`src/rtl/ucsbece154b_defines.vh`:
```
// Shared RISC-V opcode constants for the ucsbece154b core.
// Included inside a package so importers see them as package localparams.
localparam logic [6:0] instr_branch_op = 7'b1100011;
localparam logic [6:0] instr_jal_op    = 7'b1101111;
localparam logic [6:0] instr_jalr_op   = 7'b1100111;

```
`src/rtl/ucsbece154b_branch_resolve_pkg.sv`:
```
// Purpose: shared opcode constants and helpers for branch resolution.
// Latency: n/a (package only).
// Backpressure: n/a (package only).
package ucsbece154b_branch_resolve_pkg;

  `include "ucsbece154b_defines.vh"

  // Statistics counters stick at all-ones instead of wrapping back to zero.
  function automatic logic [31:0] sat_inc(input logic [31:0] v);
    return (v == 32'hFFFF_FFFF) ? v : v + 32'd1;
  endfunction

endpackage

```
`src/rtl/ucsbece154b_bp_shadow_reg.sv`:
```
// Purpose: one pipeline slot of branch-prediction state (payload register).
// Latency: 1 cycle from d to q when en=1.
// Backpressure: en=0 holds the contents; clr wins over en and zeroes the slot.
// Ports: clk, reset_ni (async, active-low), en (load), clr (invalidate),
//        d (next payload), q (registered payload).
module ucsbece154b_bp_shadow_reg #(
  parameter int W = 1
) (
  input  logic         clk,
  input  logic         reset_ni,
  input  logic         en,
  input  logic         clr,
  input  logic [W-1:0] d,
  output logic [W-1:0] q
);

  always_ff @(posedge clk or negedge reset_ni) begin
    if (!reset_ni) begin
      q <= '0;
    end else if (clr) begin
      q <= '0;
    end else if (en) begin
      q <= d;
    end
  end

endmodule

```
`src/rtl/ucsbece154b_branch_resolve.sv`:
```
// Purpose: carries fetch-time predictions to E and resolves them (redirect, BTB/PHT update, stats).
// Latency: fetch in cycle n is resolved combinationally in cycle n+2 when not stalled/flushed.
// Backpressure: StallD_i holds the D slot; the E slot never holds, flushes insert bubbles.
// Ports: clk, reset_ni; F-side pcF_i/BranchTakenF_i/BTBtargetF_i/PHTreadaddressF_i;
//        hazard controls StallD_i/FlushD_i/FlushE_i; E-side opE_i/TakenE_i/TargetE_i;
//        outputs: redirect (MispredictE_o, PCcorrectE_o), BTB write, PHT/GHR update,
//        and saturating BranchCount_o / MispredictCount_o.
module ucsbece154b_branch_resolve
  import ucsbece154b_branch_resolve_pkg::*;
#(
  parameter int NUM_BTB_ENTRIES = 8,
  parameter int NUM_GHR_BITS    = 5
) (
  input  logic                               clk,
  input  logic                               reset_ni,
  input  logic [31:0]                        pcF_i,
  input  logic                               BranchTakenF_i,
  input  logic [31:0]                        BTBtargetF_i,
  input  logic [NUM_GHR_BITS-1:0]            PHTreadaddressF_i,
  input  logic                               StallD_i,
  input  logic                               FlushD_i,
  input  logic                               FlushE_i,
  input  logic [6:0]                         opE_i,
  input  logic                               TakenE_i,
  input  logic [31:0]                        TargetE_i,
  output logic                               MispredictE_o,
  output logic [31:0]                        PCcorrectE_o,
  output logic                               BTB_we_o,
  output logic [$clog2(NUM_BTB_ENTRIES)-1:0] BTBwriteaddress_o,
  output logic [31:0]                        BTBwritedata_o,
  output logic                               PHTwe_o,
  output logic                               PHTincrement_o,
  output logic [NUM_GHR_BITS-1:0]            PHTwriteaddress_o,
  output logic                               GHRreset_o,
  output logic [31:0]                        BranchCount_o,
  output logic [31:0]                        MispredictCount_o
);

  localparam int BTB_IDX_W = $clog2(NUM_BTB_ENTRIES);

  typedef struct packed {
    logic                    valid;
    logic [31:0]             pc;
    logic                    pred_taken;
    logic [31:0]             pred_target;
    logic [NUM_GHR_BITS-1:0] pht_addr;
  } shadow_t;

  shadow_t d_in, d_q, e_q;
  logic    is_br, is_j, ctl, target_wrong;
  logic [31:0] branch_count_q, mispredict_count_q;

  // Every unstalled fetch is a live record; the F side has no notion of a bubble.
  always_comb begin
    d_in.valid       = 1'b1;
    d_in.pc          = pcF_i;
    d_in.pred_taken  = BranchTakenF_i;
    d_in.pred_target = BTBtargetF_i;
    d_in.pht_addr    = PHTreadaddressF_i;
  end

  ucsbece154b_bp_shadow_reg #(.W($bits(shadow_t))) u_shadow_d (
    .clk      (clk),
    .reset_ni (reset_ni),
    .en       (!StallD_i),
    .clr      (FlushD_i),
    .d        (d_in),
    .q        (d_q)
  );

  ucsbece154b_bp_shadow_reg #(.W($bits(shadow_t))) u_shadow_e (
    .clk      (clk),
    .reset_ni (reset_ni),
    .en       (1'b1),
    .clr      (FlushE_i),
    .d        (d_q),
    .q        (e_q)
  );

  assign is_br        = (opE_i == instr_branch_op);
  assign is_j         = (opE_i == instr_jal_op) || (opE_i == instr_jalr_op);
  assign ctl          = is_br | is_j;
  assign target_wrong = (e_q.pred_target != TargetE_i);

  // Everything below is gated by e_q.valid so a bubble in E can never write
  // predictor state or redirect fetch, whatever the E inputs happen to be.
  always_comb begin
    MispredictE_o     = 1'b0;
    PCcorrectE_o      = '0;
    BTB_we_o          = 1'b0;
    BTBwriteaddress_o = '0;
    BTBwritedata_o    = '0;
    PHTwe_o           = 1'b0;
    PHTincrement_o    = 1'b0;
    PHTwriteaddress_o = '0;
    if (e_q.valid) begin
      if (ctl) begin
        MispredictE_o = (e_q.pred_taken != TakenE_i) || (TakenE_i && target_wrong);
      end else begin
        // A non-control instruction that was predicted taken sent fetch astray.
        MispredictE_o = e_q.pred_taken;
      end
      PCcorrectE_o      = (ctl && TakenE_i) ? TargetE_i : e_q.pc + 32'd4;
      BTB_we_o          = ctl && TakenE_i && (!e_q.pred_taken || target_wrong);
      BTBwriteaddress_o = e_q.pc[BTB_IDX_W+1:2];
      BTBwritedata_o    = TargetE_i;
      PHTwe_o           = is_br;
      PHTincrement_o    = TakenE_i;
      PHTwriteaddress_o = e_q.pht_addr;
    end
  end

  assign GHRreset_o = MispredictE_o;

  // Counters key off the current E outputs, so a flush arriving in the same
  // cycle (which only affects the next E contents) never hides an event.
  always_ff @(posedge clk or negedge reset_ni) begin
    if (!reset_ni) begin
      branch_count_q     <= '0;
      mispredict_count_q <= '0;
    end else begin
      if (PHTwe_o)       branch_count_q     <= sat_inc(branch_count_q);
      if (MispredictE_o) mispredict_count_q <= sat_inc(mispredict_count_q);
    end
  end

  assign BranchCount_o     = branch_count_q;
  assign MispredictCount_o = mispredict_count_q;

endmodule

```
`config.mk`:
```
export PLATFORM = sky130hd
export DESIGN_NAME = ucsbece154b_branch_resolve
export DESIGN_NICKNAME = d
export VERILOG_FILES = /design/src/rtl/ucsbece154b_branch_resolve_pkg.sv /design/src/rtl/ucsbece154b_bp_shadow_reg.sv /design/src/rtl/ucsbece154b_branch_resolve.sv
export VERILOG_INCLUDE_DIRS = /design/src /design/src/rtl
export SDC_FILE = /design/constraint.sdc
export NUM_CORES = 1
export LEC_CHECK = 0
export ABC_AREA = 0
export BUFFER_PORTS_ARGS = -buffer_cell sky130_fd_sc_hd__buf_2
export CORE_MARGIN = 3
export CORE_UTILIZATION = 50
export CTS_BUF_LIST = sky130_fd_sc_hd__clkbuf_8
export DETAILED_ROUTE_END_ITERATION = 7
export PLACE_DENSITY_LB_ADDON = 0.08
export SETUP_SLACK_MARGIN = 0.05
export SLEW_MARGIN = 15
export SYNTH_ARGS = -nofsm -noshare
export SYNTH_HDL_FRONTEND = slang
export SYNTH_HIERARCHICAL = 1
export SYNTH_SLANG_ARGS = --single-unit
```
`constraint.sdc`:
```
create_clock -name clk -period 2.4 [get_ports clk]
set_input_delay 0.48 -clock clk [delete_from_list [all_inputs] [get_ports clk]]
set_output_delay 0.48 -clock clk [all_outputs]
set_load 0.02 [all_outputs]
```
---- Word level (Yosys, flattened, before mapping) ----
Cells that the tools add are included.
cells by class
  bitwise gates (word level) .............. 3
  add/sub/neg operators ................... 3
  reductions and logical operators ........ 9
  equal/unequal tests ..................... 8
  mux-type cells .......................... 13
operators with widths
  kind                                                              number
  71-bit 2-to-1 mux                                                 3
  32-bit 2-to-1 mux                                                 3
  32-bit by 1-bit adder with 32-bit output (second input constant)  2
  32-bit equality test (second input constant)                      2
  32-bit by 3-bit adder with 32-bit output (second input constant)  1
  32-bit != test                                                    1
  7-bit equality test (second input constant)                       3
  1-bit 2-to-1 mux                                                  5
  5-bit 2-to-1 mux                                                  1
  2-bit AND reduction                                               2
  1-bit logical AND                                                 3
  1-bit logical OR                                                  3
  3-bit 2-to-1 mux                                                  1
  2-bit by 1-bit != test with 1-bit output (second input constant)  1
  1-bit NOT                                                         2
  1-bit logical NOT                                                 1
  1-bit != test                                                     1
  1-bit OR                                                          1
word-level totals
  register bits ........................... 206
  bits of input ports ..................... 115
  word-level logic and storage cells ...... 40
  output and inout bits ................... 141

---- Longest topological paths before layout ----
  depth after elaboration ................. 6
  mapped depth ............................ 9
  gate-level depth less buffers ........... 8

---- Modules after synthesis ----
The synthesis kept the hierarchy.
modules (own cells, without submodules)
  module                      cells an instance  sequential area each (um^2)  area each (um^2)  instances
  ucsbece154b_bp_shadow_reg   229                1,776.7                      2,901.5           2
  ucsbece154b_branch_resolve  549                1,601.5                      4,729.5           1

---- Worst setup path after synthesis ----
No wires, ideal clock.
  kind .................................... register -> output
  from .................................... reg u_shadow_e.q[40]
  to ...................................... out PCcorrectE_o[24]
  arrival ................................. 2.168 ns
  cell stages (with the launch flop) ...... 9
  buffers on the path ..................... 1
  slack ................................... -0.248 ns
  data required time ...................... 1.920 ns
  cell sequence ........................... dfrtp_1 ha_1 nand3_2 or3_1 buf_2 or3_4 nor2b_2 xnor2_1 a21oi_1
between the ends
  word-level cells in the longest chain between the ends .. 3
RTL lines
  element                                   RTL line                           RTL
  start, declared                           ucsbece154b_bp_shadow_reg.sv:14    output logic [W-1:0] q
  start signal, assigned                    ucsbece154b_bp_shadow_reg.sv:19    q <= '0;
  start signal, assigned                    ucsbece154b_bp_shadow_reg.sv:21    q <= '0;
  start signal, assigned                    ucsbece154b_bp_shadow_reg.sv:23    q <= d;
  32-bit by 3-bit adder with 32-bit output  ucsbece154b_branch_resolve.sv:103  PCcorrectE_o = (ctl && TakenE_i) ? TargetE_i : e_q.pc + 32'd4;
  32-bit 2-to-1 mux                         ucsbece154b_branch_resolve.sv:103
  32-bit 2-to-1 mux                         ucsbece154b_branch_resolve.sv:96   if (e_q.valid) begin
  end, declared                             ucsbece154b_branch_resolve.sv:27   output logic [31:0] PCcorrectE_o,
No other way between the ends.

---- Worst setup path after layout ----
  from .................................... reg u_shadow_e.q[41]
  to ...................................... out PCcorrectE_o[30]
The elaborated chain is that of the path after synthesis.

==> run metrics <==
I/O pin total 256; net load switching power slightly below 2000 uW; reg2reg setup slack around 0.13 ns; failing checks setup timing; transition time at the pin with the least slew margin around 0.6 ns; antenna-violating nets left 0; grt total ovfl 0; vias per inst about 5.2; CTS Buffer Depth 3; minimum clock period after layout around 3 ns; Die ar. 22800 um^2; most used standard cell by instance count after synthesis sky130_fd_sc_hd__dfrtp_1; async set-reset flop share out of synthesis 100%; CTS tree done; leakage component of the power between 0.007 and 0.008 uW; htree depth 2; Post-Layout Cell Count ~1600; first-pass GRT wire length 45000 um; most area-hungry cell type in the Yosys netlist sky130_fd_sc_hd__dfrtp_1; worst path buffer plus inverter count 1; share of total power in the clock network between 40% and 50%; Fin. Hold Viols 0; number of slew-limit violations in the final report 0; Initial DRT Pass Iterations 5; Cells after DPL 1564; crit path kind reg2out; setup TNS -9.95 ns; period utilization 125%; fraction of power consumed by combinational cells between 10% and 20%; die width ~150 um; antenna violations before repair 3; share of cells above drive strength 1 roughly 34%; number of placement rows 52; switching power share of the total 25.9%; clock buffers created by TritonCTS 36; family of cells with the greatest summed delay on the critical path simple AND/OR/NAND/NOR gates; worst-path cell with the longest stage delay sky130_fd_sc_hd__or3_4; path class of the lowest-slack min-delay path in2reg; number of DRC violations after detailed-routing iteration 0 389; most used flip-flop cell after synthesis sky130_fd_sc_hd__dfrtp_1; WP data required roughly 1.9 ns; cells after synthesis around 1000; fraction of synthesized cell area taken by the top area cell type approximately half; Peak VDD IR ~0.43 mV; Final HPWL DP just over 20000 um; count of nets after finishing around 1500; global routing usage summed across all routing layers 25.0%; status finished with violations; maximum fanout along the worst path 5; number of remaining DRC errors 0; Fin Clk Skew ~0.029 ns; number of flops mapped to enable cells by yosys 0; Clock Root Buffer sky130_fd_sc_hd__clkbuf_8; maximum clock rate ~0.33 GHz; max incr delay on CP 0.45 ns; pin count of the biggest net entering global routing between 70 and 80; Flop pwr share approximately 49%; GP Congestion between 0.8 and 0.9; cell area after synthesis approximately 11000 um^2; list of cells traversed by the critical path ha_2 > nand3_2 > or3_4 > or3_4 > nor2_4 > xnor2_2 > a21oi_2 > buf_6; Syn Area/Cell between 10 and 15 um^2; CTS sink count 206; number of vias in the routed layout between 8000 and 9000; clock latency on the worst-skew pair around 0.53 ns; floorplan die height around 150 um; pre-CTS setup slack -0.232 ns; Routed WL 29300 um; Synth top cells by count sky130_fd_sc_hd__dfrtp_1, sky130_fd_sc_hd__nor2_1, sky130_fd_sc_hd__mux2i_1; number of filler cells placed in the layout between 1500 and 2000; endpoint arrival time on the critical path roughly 2.5 ns; Slew headroom approximately three fifths; top post-synthesis cells by area sky130_fd_sc_hd__dfrtp_1, sky130_fd_sc_hd__mux2i_1, sky130_fd_sc_hd__nor2_1, sky130_fd_sc_hd__xor2_1, sky130_fd_sc_hd__xnor2_1; Yosys cell types 51; number of buffers added on ports between 200 and 300; Setup violations, final 27; core footprint between 20000 and 25000 um^2; Power Dens Cells approximately 540 nW/um^2; WL per Instance between 15 and 20 um; worst hold slack roughly 0.2 ns; total of max-cap violations 0; Critical Path End Type primary output; Synthesis Warnings 6; Final WS setup -0.593 ns; most repeated library cell on the critical path sky130_fd_sc_hd__or3_4; clock input transition at the sequential cells of the worst setup and hold paths 0.06 ns; effective utilization at floorplan about half; unrepaired setup endpoints after global routing yes; kind of start point of the critical path register; Internal Pwr Total 5530 uW; flop and latch count out of synthesis around 200; share of synthesized area occupied by flip-flops and latches between 40% and 50%; number of global-route vias before repair ~8200; Layout Area Growth over Synthesis 31.4%
-- layout by cell type (no fill, tap or decap), types with 17 or more instances in the layout --
master / synthesis / layout
sky130_fd_sc_hd__nor2_1: 174 / 166
sky130_fd_sc_hd__buf_6: 2 / 23
sky130_fd_sc_hd__buf_4: 3 / 85
sky130_fd_sc_hd__nand4_1: 17 / 17
sky130_fd_sc_hd__clkbuf_8: 0 / 44
sky130_fd_sc_hd__mux2i_1: 142 / 142
sky130_fd_sc_hd__o211a_1: 19 / 19
sky130_fd_sc_hd__xor2_1: 72 / 70
sky130_fd_sc_hd__nand3_1: 43 / 37
sky130_fd_sc_hd__and2_1: 43 / 43
sky130_fd_sc_hd__inv_1: 11 / 25
sky130_fd_sc_hd__buf_2: 1 / 226
sky130_fd_sc_hd__nand2_1: 65 / 62
sky130_fd_sc_hd__dfrtp_1: 206 / 205
sky130_fd_sc_hd__xnor2_1: 46 / 36
-- power by group through the flow --
stage	Clock [uW]	Combinational [uW]	Sequential, uW
2_1_floorplan	0	396	3710
3_3_place_gp	0	706	3730
3_5_place_dp	0	718	3730
4_1_cts	3130	732	3670
5_1_grt	3280	818	3680
6_report	3040	744	3670
-- stage by stage --
| step | power [uW] | util, % | instance area [um^2] |
|---|---|---|---|
| 2_1_floorplan | 4110 | - | 10600 |
| 3_3_place_gp | 4430 | 61.3 | 12600 |
| 3_5_place_dp | 4450 | 61.3 | 12600 |
| 4_1_cts | 7530 | 65.5 | 13400 |
| 5_1_grt | 7780 | 67.5 | 13800 |
| 6_report | 7460 | 67.5 | 13800 |
-- sequential cells by signal (all words and copies together) (netlist names) --
| register | flops |
|---|---|
| MispredictCount_o | 32 |
| BranchCount_o | 32 |
| u_shadow_e/q | 71 |
| u_shadow_d/q | 71 |
-- logic make-up after synthesis --
logic type      share of synthesized area (%)
compound gates                           3.94
other cells                            0.0356
simple gates                             19.2
flops                                    48.9
mux                                      13.6
buf+inv                                  4.06
xor+xnor                                 9.81
fa+ha+maj                               0.356
-- final timing paths --
check,end,cells after the start,startpoint
setup reg to reg,MispredictCount_o[25],11,u_shadow_e/q[18]
max in group asynchronous,u_shadow_d/q[62],3,reset_ni
min in group asynchronous,u_shadow_e/q[15],2,reset_ni
hold reg to reg,MispredictCount_o[7],1,MispredictCount_o[7]
hold / removal,u_shadow_d/q[17],3,BTBtargetF_i[12]
setup / recovery,PCcorrectE_o[30],8,u_shadow_e/q[41]
-- worst min-delay path, delay by kind of cell --
family,cells,cell delay (ns)
muxes,1,0.05
and+or+nand+nor,1,0.08
buffers and inverters,1,0.08
-- cell type report --
type                            count  area, um^2  area share [%]
Multi-Input combinational cell    738        5340            38.6
Sequential cell                   206        5160            37.3
Timing Repair Buffer              347        2270            16.4
Clock buffer                       43         592            4.28
Tap cell                          270         338            2.44
Clock inverter                     19        80.1           0.579
Inverter                           12        50.0           0.362
Antenna cell                        1        2.50          0.0181
-- timing repair --
action,in CTS,in global routing
hold endpoints to repair,55,0
gates cloned,0,1
hold buffers,1,0
buffers inserted,5,3
pin swaps,10,31
setup endpoints to repair,30,62
resized for setup,47,78
-- per-layer routing --
layer	GRT usage (%)	part of all wire, %
met5	0	0.055
met4	6.89	2.0
met3	5.33	6.8
met2	38.4	47
met1	36.1	44
Power figures use the tool's default switching activity.
